**src/rtl/seven_seg_capture_if.sv**
```systemverilog
`default_nettype none
// ============================================================================
// Module      : seven_seg_capture_if
// Description : Bundle of the seven-segment capture signals. The master side
//               drives the display lines (an, seg[, dp]). The slave side, which
//               is the capture block, returns the decoded results.
//               Signals:
//                 an          anode strobes, active-low, one per digit
//                 seg         cathodes {a,b,c,d,e,f,g}, active-low
//                 hex_out     captured nibbles, digit i at [4i+3:4i]
//                 digit_valid per-slot "holds a valid decode" flags
//                 bad_pattern one-cycle pulse, undecodable stable pattern
//                 ghost_err   one-cycle pulse, several anodes low and stable
//                 frame_done  one-cycle pulse, all slots captured
//                 dp / dp_out decimal point in and out, only present when
//                             SEVSEG_DP_CAPTURE_EN is defined
// Revision    : 1.0 - initial release
// ============================================================================
interface seven_seg_capture_if #(
    parameter int NUM_DIGITS = 8
);
    logic [NUM_DIGITS-1:0]   an;
    logic [6:0]              seg;
    logic [4*NUM_DIGITS-1:0] hex_out;
    logic [NUM_DIGITS-1:0]   digit_valid;
    logic                    bad_pattern;
    logic                    ghost_err;
    logic                    frame_done;
`ifdef SEVSEG_DP_CAPTURE_EN
    logic                    dp;
    logic [NUM_DIGITS-1:0]   dp_out;

    modport master (
        output an, seg, dp,
        input  hex_out, digit_valid, bad_pattern, ghost_err, frame_done, dp_out
    );
    modport slave (
        input  an, seg, dp,
        output hex_out, digit_valid, bad_pattern, ghost_err, frame_done, dp_out
    );
`else
    modport master (
        output an, seg,
        input  hex_out, digit_valid, bad_pattern, ghost_err, frame_done
    );
    modport slave (
        input  an, seg,
        output hex_out, digit_valid, bad_pattern, ghost_err, frame_done
    );
`endif
endinterface
`default_nettype wire

```
**src/rtl/seven_seg_capture.sv**
```systemverilog
`default_nettype none
// ============================================================================
// Module      : seven_seg_capture
// Description : Reader for a multiplexed, active-low seven-segment display.
//               The {an,seg} lines must stay identical for STABLE_CYCLES
//               consecutive clock edges. After that the pattern is evaluated
//               once. A single low anode with a known segment code is written
//               into that digit's slot. An unknown code raises bad_pattern.
//               Several low anodes raise ghost_err. frame_done pulses once
//               every slot has been captured validly since the previous frame.
//               Optional feature macro: SEVSEG_DP_CAPTURE_EN. It adds dp to
//               the stability comparison and records ~dp per digit in dp_out.
//               Ports:
//                 clk   system clock, rising edge
//                 reset asynchronous active-high reset
//                 bus   seven_seg_capture_if.slave (see interface header)
// Parameters  : NUM_DIGITS    - number of anodes / slots (default 8)
//               STABLE_CYCLES - edges of stability before capture (2..255)
// Revision    : 1.0 - initial release
// ============================================================================
module seven_seg_capture #(
    parameter int NUM_DIGITS    = 8,
    parameter int STABLE_CYCLES = 4
) (
    input  logic                clk,
    input  logic                reset,
    seven_seg_capture_if.slave  bus
);

`ifdef SEVSEG_DP_CAPTURE_EN
    localparam int c_IN_W = NUM_DIGITS + 8;
`else
    localparam int c_IN_W = NUM_DIGITS + 7;
`endif
    localparam logic [7:0]            c_STABLE = 8'(STABLE_CYCLES);
    localparam logic [NUM_DIGITS-1:0] c_ONE    = {{(NUM_DIGITS-1){1'b0}}, 1'b1};

    typedef enum logic [1:0] {
        ST_IDLE  = 2'd0,
        ST_COUNT = 2'd1,
        ST_HELD  = 2'd2
    } state_t;

    state_t                  r_state;
    state_t                  w_state_next;
    logic [7:0]              r_cnt;
    logic [7:0]              w_cnt_next;
    logic                    w_eval;

    logic [c_IN_W-1:0]       w_in;
    logic [c_IN_W-1:0]       r_in_q;
    logic                    w_change;

    logic [NUM_DIGITS-1:0]   w_low;
    logic                    w_any;
    logic                    w_multi;
    logic [4:0]              w_dec;
    logic                    w_dec_valid;
    logic [3:0]              w_dec_hex;
    logic [NUM_DIGITS-1:0]   w_seen_upd;

    logic [4*NUM_DIGITS-1:0] r_hex;
    logic [NUM_DIGITS-1:0]   r_dv;
    logic [NUM_DIGITS-1:0]   r_seen;
    logic                    r_bad;
    logic                    r_ghost;
    logic                    r_frame;
`ifdef SEVSEG_DP_CAPTURE_EN
    logic [NUM_DIGITS-1:0]   r_dp_out;
`endif

    // Inverse of the hex-to-segment encoder. Result is {valid, nibble}.
    function automatic logic [4:0] f_decode(input logic [6:0] s);
        logic [4:0] v;
        case (s)
            7'b0000001: v = 5'h10;
            7'b1001111: v = 5'h11;
            7'b0010010: v = 5'h12;
            7'b0000110: v = 5'h13;
            7'b1001100: v = 5'h14;
            7'b0100100: v = 5'h15;
            7'b0100000: v = 5'h16;
            7'b0001111: v = 5'h17;
            7'b0000000: v = 5'h18;
            7'b0001100: v = 5'h19;
            7'b0001000: v = 5'h1A;
            7'b1100000: v = 5'h1B;
            7'b0110001: v = 5'h1C;
            7'b1000010: v = 5'h1D;
            7'b0110000: v = 5'h1E;
            7'b0111000: v = 5'h1F;
            default:    v = 5'h00;
        endcase
        return v;
    endfunction

`ifdef SEVSEG_DP_CAPTURE_EN
    assign w_in = {bus.an, bus.seg, bus.dp};
`else
    assign w_in = {bus.an, bus.seg};
`endif
    assign w_change = (w_in != r_in_q);

    // Active-high digit selects. x & (x-1) clears the lowest set bit, so a
    // non-zero result means two or more anodes are low together.
    assign w_low       = ~bus.an;
    assign w_any       = |w_low;
    assign w_multi     = |(w_low & (w_low - c_ONE));
    assign w_dec       = f_decode(bus.seg);
    assign w_dec_valid = w_dec[4];
    assign w_dec_hex   = w_dec[3:0];
    assign w_seen_upd  = r_seen | w_low;

    // In reset, in_q holds all ones, so any driven pattern counts as a change.
    always_ff @(posedge clk or posedge reset) begin
        if (reset) begin
            r_in_q <= '1;
        end else begin
            r_in_q <= w_in;
        end
    end

    always_ff @(posedge clk or posedge reset) begin
        if (reset) begin
            r_state <= ST_IDLE;
            r_cnt   <= 8'd0;
        end else begin
            r_state <= w_state_next;
            r_cnt   <= w_cnt_next;
        end
    end

    // Counter holds the number of consecutive edges on which the current
    // pattern was seen. The edge that brings it to STABLE_CYCLES evaluates.
    always_comb begin
        w_state_next = r_state;
        w_cnt_next   = r_cnt;
        w_eval       = 1'b0;
        case (r_state)
            ST_IDLE: begin
                w_cnt_next   = 8'd1;
                w_state_next = ST_COUNT;
            end
            ST_COUNT: begin
                if (w_change) begin
                    w_cnt_next = 8'd1;
                end else begin
                    w_cnt_next = r_cnt + 8'd1;
                    if (r_cnt + 8'd1 == c_STABLE) begin
                        w_eval       = 1'b1;
                        w_state_next = ST_HELD;
                    end
                end
            end
            ST_HELD: begin
                if (w_change) begin
                    w_cnt_next   = 8'd1;
                    w_state_next = ST_COUNT;
                end
            end
            default: begin
                w_cnt_next   = 8'd1;
                w_state_next = ST_COUNT;
            end
        endcase
    end

    // The digit that completes a frame clears seen together with the
    // frame_done pulse, so it is not counted toward the next frame.
    always_ff @(posedge clk or posedge reset) begin
        if (reset) begin
            r_hex    <= '0;
            r_dv     <= '0;
            r_seen   <= '0;
            r_bad    <= 1'b0;
            r_ghost  <= 1'b0;
            r_frame  <= 1'b0;
`ifdef SEVSEG_DP_CAPTURE_EN
            r_dp_out <= '0;
`endif
        end else begin
            r_bad   <= 1'b0;
            r_ghost <= 1'b0;
            r_frame <= 1'b0;
            if (w_eval && w_any) begin
                if (w_multi) begin
                    r_ghost <= 1'b1;
                end else if (w_dec_valid) begin
                    for (int i = 0; i < NUM_DIGITS; i++) begin
                        if (w_low[i]) begin
                            r_hex[4*i +: 4] <= w_dec_hex;
`ifdef SEVSEG_DP_CAPTURE_EN
                            r_dp_out[i]     <= ~bus.dp;
`endif
                        end
                    end
                    r_dv <= r_dv | w_low;
                    if (&w_seen_upd) begin
                        r_seen  <= '0;
                        r_frame <= 1'b1;
                    end else begin
                        r_seen  <= w_seen_upd;
                    end
                end else begin
                    r_dv   <= r_dv & ~w_low;
                    r_seen <= r_seen & ~w_low;
                    r_bad  <= 1'b1;
                end
            end
        end
    end

    assign bus.hex_out     = r_hex;
    assign bus.digit_valid = r_dv;
    assign bus.bad_pattern = r_bad;
    assign bus.ghost_err   = r_ghost;
    assign bus.frame_done  = r_frame;
`ifdef SEVSEG_DP_CAPTURE_EN
    assign bus.dp_out      = r_dp_out;
`endif

endmodule
`default_nettype wire

```
**src/flat_wrapper.sv**
```systemverilog
// flat-port wrapper written by rule: the top's interface ports become plain ports
module seven_seg_capture_flat 
#(
    parameter int NUM_DIGITS    = 8,
    parameter int STABLE_CYCLES = 4
)
  (clk, reset, bus_an, bus_seg, bus_hex_out, bus_digit_valid, bus_bad_pattern, bus_ghost_err, bus_frame_done);
  seven_seg_capture_if #(.NUM_DIGITS(NUM_DIGITS)) bus_i ();
  input  logic clk;
  input  logic reset;
  input wire logic [$bits(bus_i.an)-1:0] bus_an;
  input wire logic [$bits(bus_i.seg)-1:0] bus_seg;
  output wire logic [$bits(bus_i.hex_out)-1:0] bus_hex_out;
  output wire logic [$bits(bus_i.digit_valid)-1:0] bus_digit_valid;
  output wire logic [$bits(bus_i.bad_pattern)-1:0] bus_bad_pattern;
  output wire logic [$bits(bus_i.ghost_err)-1:0] bus_ghost_err;
  output wire logic [$bits(bus_i.frame_done)-1:0] bus_frame_done;
  assign bus_i.an = bus_an;
  assign bus_i.seg = bus_seg;
  assign bus_hex_out = bus_i.hex_out;
  assign bus_digit_valid = bus_i.digit_valid;
  assign bus_bad_pattern = bus_i.bad_pattern;
  assign bus_ghost_err = bus_i.ghost_err;
  assign bus_frame_done = bus_i.frame_done;
  seven_seg_capture #(.NUM_DIGITS(NUM_DIGITS), .STABLE_CYCLES(STABLE_CYCLES)) u_core (.clk(clk), .reset(reset), .bus(bus_i));
endmodule
```
**config.mk**
```make
export PLATFORM = sky130hd
export DESIGN_NAME = seven_seg_capture_flat
export DESIGN_NICKNAME = d
export VERILOG_FILES = /design/src/rtl/seven_seg_capture_if.sv /design/src/rtl/seven_seg_capture.sv /design/src/flat_wrapper.sv
export SDC_FILE = /design/constraint.sdc
export NUM_CORES = 1
export LEC_CHECK = 0
export BUFFER_PORTS_ARGS = -buffer_cell sky130_fd_sc_hd__buf_4
export CORE_ASPECT_RATIO = 1.5
export CORE_MARGIN = 4
export CORE_UTILIZATION = 50
export DETAILED_ROUTE_END_ITERATION = 10
export PLACE_DENSITY = 0.72
export SLEW_MARGIN = 20
export SYNTH_ARGS = -nofsm -noshare
export SYNTH_HDL_FRONTEND = slang
export SYNTH_SLANG_ARGS = --single-unit
```
**constraint.sdc**
```tcl
create_clock -name clk -period 2.7 [get_ports clk]
set_input_delay 0.54 -clock clk [delete_from_list [all_inputs] [get_ports clk]]
set_output_delay 0.54 -clock clk [all_outputs]
set_load 0.01 [all_outputs]
```
==> results.sh <==
export IMPL_status="completed"
export IMPL_final_hold_violation_count=0
export IMPL_synth_warnings=0
export IMPL_irDropWorstVdd_v=0.000452
export IMPL_drive_gt1_share_pct=35.9
export IMPL_initial_utilization_pct=52.0
export IMPL_ant_nets=0
export IMPL_antennaDiodeCount=0
export IMPL_wl_mm=8.58
export IMPL_dpl_hpwl_mm=6.13
export IMPL_met1_usage_pct=24.7
export IMPL_crit_slowest_cell="dfrtp_1"
export IMPL_syn2layout_area_growth_pct=21.5
export IMPL_die_y_um=115
export IMPL_grt_overflow_total=0
export IMPL_worst_pin_slew_ns=0.495
export IMPL_core_area_um2=7320
export IMPL_routedWlPerCell_um=16.3
export IMPL_relSlewSlack_pct=67.0
export IMPL_fin_area_um2=4630
export IMPL_cellPowerDensity_nw_per_um2=503
export IMPL_cp_slowest_stage_delay_ns=0.39
export IMPL_cap_viol_max_count=0
export IMPL_totalPowerFinal_mw=2.33
export IMPL_synth_cells=356
export IMPL_use_met3_pct=4.70
export IMPL_drtIter0Drc=210
export IMPL_crit_family="simple AND/OR/NAND/NOR gates"
export IMPL_vias=2954
export IMPL_synth_top_cell_by_area="dfrtp_1"
export IMPL_fin_util_pct=63.2
export IMPL_root_buffer="clkbuf_8"
export IMPL_syn_area_per_cell_um2=10.7
export IMPL_drtPass1Iterations=5
export IMPL_post_cts_buffers=0
export IMPL_crit_path_max_fanout=16
export IMPL_mappedNetlistNets=374
export IMPL_io_pins=60
export IMPL_drc=0
export IMPL_hold_buffers=0
export IMPL_path_buf_inv=1
export IMPL_die_x_um=79.3
export IMPL_slew_viol_final=0
export IMPL_grt_max_degree=42
export IMPL_arrival_ns=2.69
export IMPL_cp_required_ns=2.95
export IMPL_min_path_type="in2async"
export IMPL_setup_slack_ns=0.257
export IMPL_synth_cell_type_count=56
export IMPL_gp_congestion=0.818
export IMPL_grt_first_pass_wirelength_mm=14.5
export IMPL_grt_pass1_vias=3025
export IMPL_synth_top_area_share_pct=40.1
export IMPL_cts_tree="done"
export IMPL_cts_repair_resized=0
export IMPL_synth_edf_count=0
export IMPL_grt_total_usage_pct=20.6
export IMPL_cts_buffer_depth=2
export IMPL_antenna_found_initial=0
export IMPL_synth_ff_type="dfrtp_1"
export IMPL_leakage_nw=2.18
export IMPL_busiest_layer="met2"
export IMPL_critical_path_class="reg2reg"
export IMPL_insertion_delay_ns=0.36
export IMPL_finalNonFillerCells=526
export IMPL_startpoint_type="flip-flop"
export IMPL_worst_hold_slack_ns=0.118
export IMPL_cts_made_buffers=9
export IMPL_dp_slack_ns=-0.0280
export IMPL_end_kind="flip-flop"
export IMPL_numPlacedInstances=510
export IMPL_row_count=38
export IMPL_final_min_clock_period_ns=2.44
export IMPL_worstPathCellList="ha_1 > nor4b_1 > nand2_1 > a31oi_1 > nand4b_1 > buf_4 > nor3_1 > mux2_2"
export IMPL_path_clk_slew_ns=0.07
export IMPL_grt_setup_unrepaired="no"
export IMPL_synthTopCellsByArea="dfrtp_1, dfstp_2, mux2_2, xor2_1, nand2_1"
export IMPL_skew_ns=0.0120
export IMPL_synth_seq_area_share_pct=50.4
export IMPL_async_flop_share_pct=100
export IMPL_cts_htree_levels=3
export IMPL_routed_via_density=5.62
export IMPL_fin_crit_sh_pct=90.5
export IMPL_placed_cell_area_um2=4400
export IMPL_met2_usage_pct=34.9
export IMPL_setup_viol=0
export IMPL_nNetsFinal=439
export IMPL_fmax_mhz=409
export IMPL_clock_sinks=76
export IMPL_final_setup_tns_ns=0
export IMPL_netlist_area_um2=3810
export IMPL_port_buffers=59
export IMPL_dieArea_um2=9100
export IMPL_synth_seq_cells=76
==> per-layer routing <==
metal  vias up  share of wire [%]
li1       1413                  -
met1      1456                 41
met2        73                 52
met3        12                4.8
met4         0                2.1
met5         -                  0
==> synth_stat cells (3+ instances only) <==
cell       count
nand2b_1       6
buf_2         11
o311ai_0       3
buf_6          3
or3_1          8
o21ai_0       24
dfrtp_1       61
a21oi_1        5
nor3b_1        6
nand3b_1       3
o31ai_1        6
buf_4          3
nor4_2         3
o22ai_1        8
nor3_2         7
o2111ai_1      3
a21o_1         4
dfstp_2       15
nand3_1       10
nor4b_1        3
nor3_1         9
nor2_1        17
mux2_2        23
xor2_1        15
nand2_1       34
and3_1         4
clkbuf_1       8
o221ai_1       8
inv_1         11
==> power by group <==
group          total, mW  internal [mW]  leakage [nW]  switching, mW
clock              0.976          0.545         0.116          0.431
sequential          1.16           1.16          1.00        0.00544
combinational      0.187         0.0652          1.07          0.121
total               2.33           1.77          2.18          0.558
==> worst reg2reg max path, stage by stage (launching register included) <==
cell and delay [ns]:
dfrtp_1 0.39, ha_1 0.24, nor4b_1 0.23, nand2_1 0.15, a31oi_1 0.23, nand4b_1 0.13, buf_4 0.22, nor3_1 0.36
mux2_2 0.39
==> cell type report <==
type                    count  area (um2)
clock buffers              10         138
clock inverters             6        87.6
fillers                   619        2700
inverters                  11        41.3
multi-input cells         243        1700
flip-flops and latches     76        1920
well taps                 100         125
repair buffers             80         613
==> layout by cell type, fill, tap and decap left out, types with 3 or more instances in the layout <==
cell	Yosys	final
a21o_1	4	4
a21oi_1	5	5
and3_1	4	4
buf_4	3	79
clkbuf_8	0	10
dfrtp_1	61	61
dfstp_2	15	15
inv_1	11	10
mux2_2	23	23
nand2_1	34	34
nand2b_1	6	6
nand3_1	10	10
nand3b_1	3	3
nor2_1	17	17
nor3_1	9	9
nor3_2	7	7
nor3b_1	6	6
nor4_2	3	3
nor4b_1	3	3
o2111ai_1	3	3
o21ai_0	24	24
o221ai_1	8	8
o22ai_1	8	8
o311ai_0	3	3
o31ai_1	6	6
or3_1	8	8
xor2_1	15	15
==> path summary, 6_finish.rpt <==
kind                                                        start  cells past startpoint  slack, ns                                  to
worst max-delay path                  u_core.r_cnt[0]$_DFFE_PP0P_                      8       0.26  u_core.bus.hex_out[16]$_DFFE_PP0P_
worst min-delay path                                        reset                      2       0.12  u_core.bus.hex_out[25]$_DFFE_PP0P_
worst max register to register        u_core.r_cnt[0]$_DFFE_PP0P_                      8       0.26  u_core.bus.hex_out[16]$_DFFE_PP0P_
worst min register to register  u_core.bus.hex_out[0]$_DFFE_PP0P_                      1       0.51   u_core.bus.hex_out[0]$_DFFE_PP0P_
max in group asynchronous                                   reset                      3       1.99  u_core.bus.hex_out[21]$_DFFE_PP0P_
min in group clk                                        bus_an[2]                      1       0.32          u_core.r_in_q[9]$_DFF_PP1_
==> logic make-up after synthesis <==
logic type	count (synthesis)	share of synthesized area (%)
fa+ha+maj	2	0.624
buf+inv	37	4.90
xor+xnor	15	3.45
mux	25	7.39
compound gates	73	13.3
flops	76	50.4
simple gates	128	19.8
No activity file was read; power rests on OpenSTA's default activity.
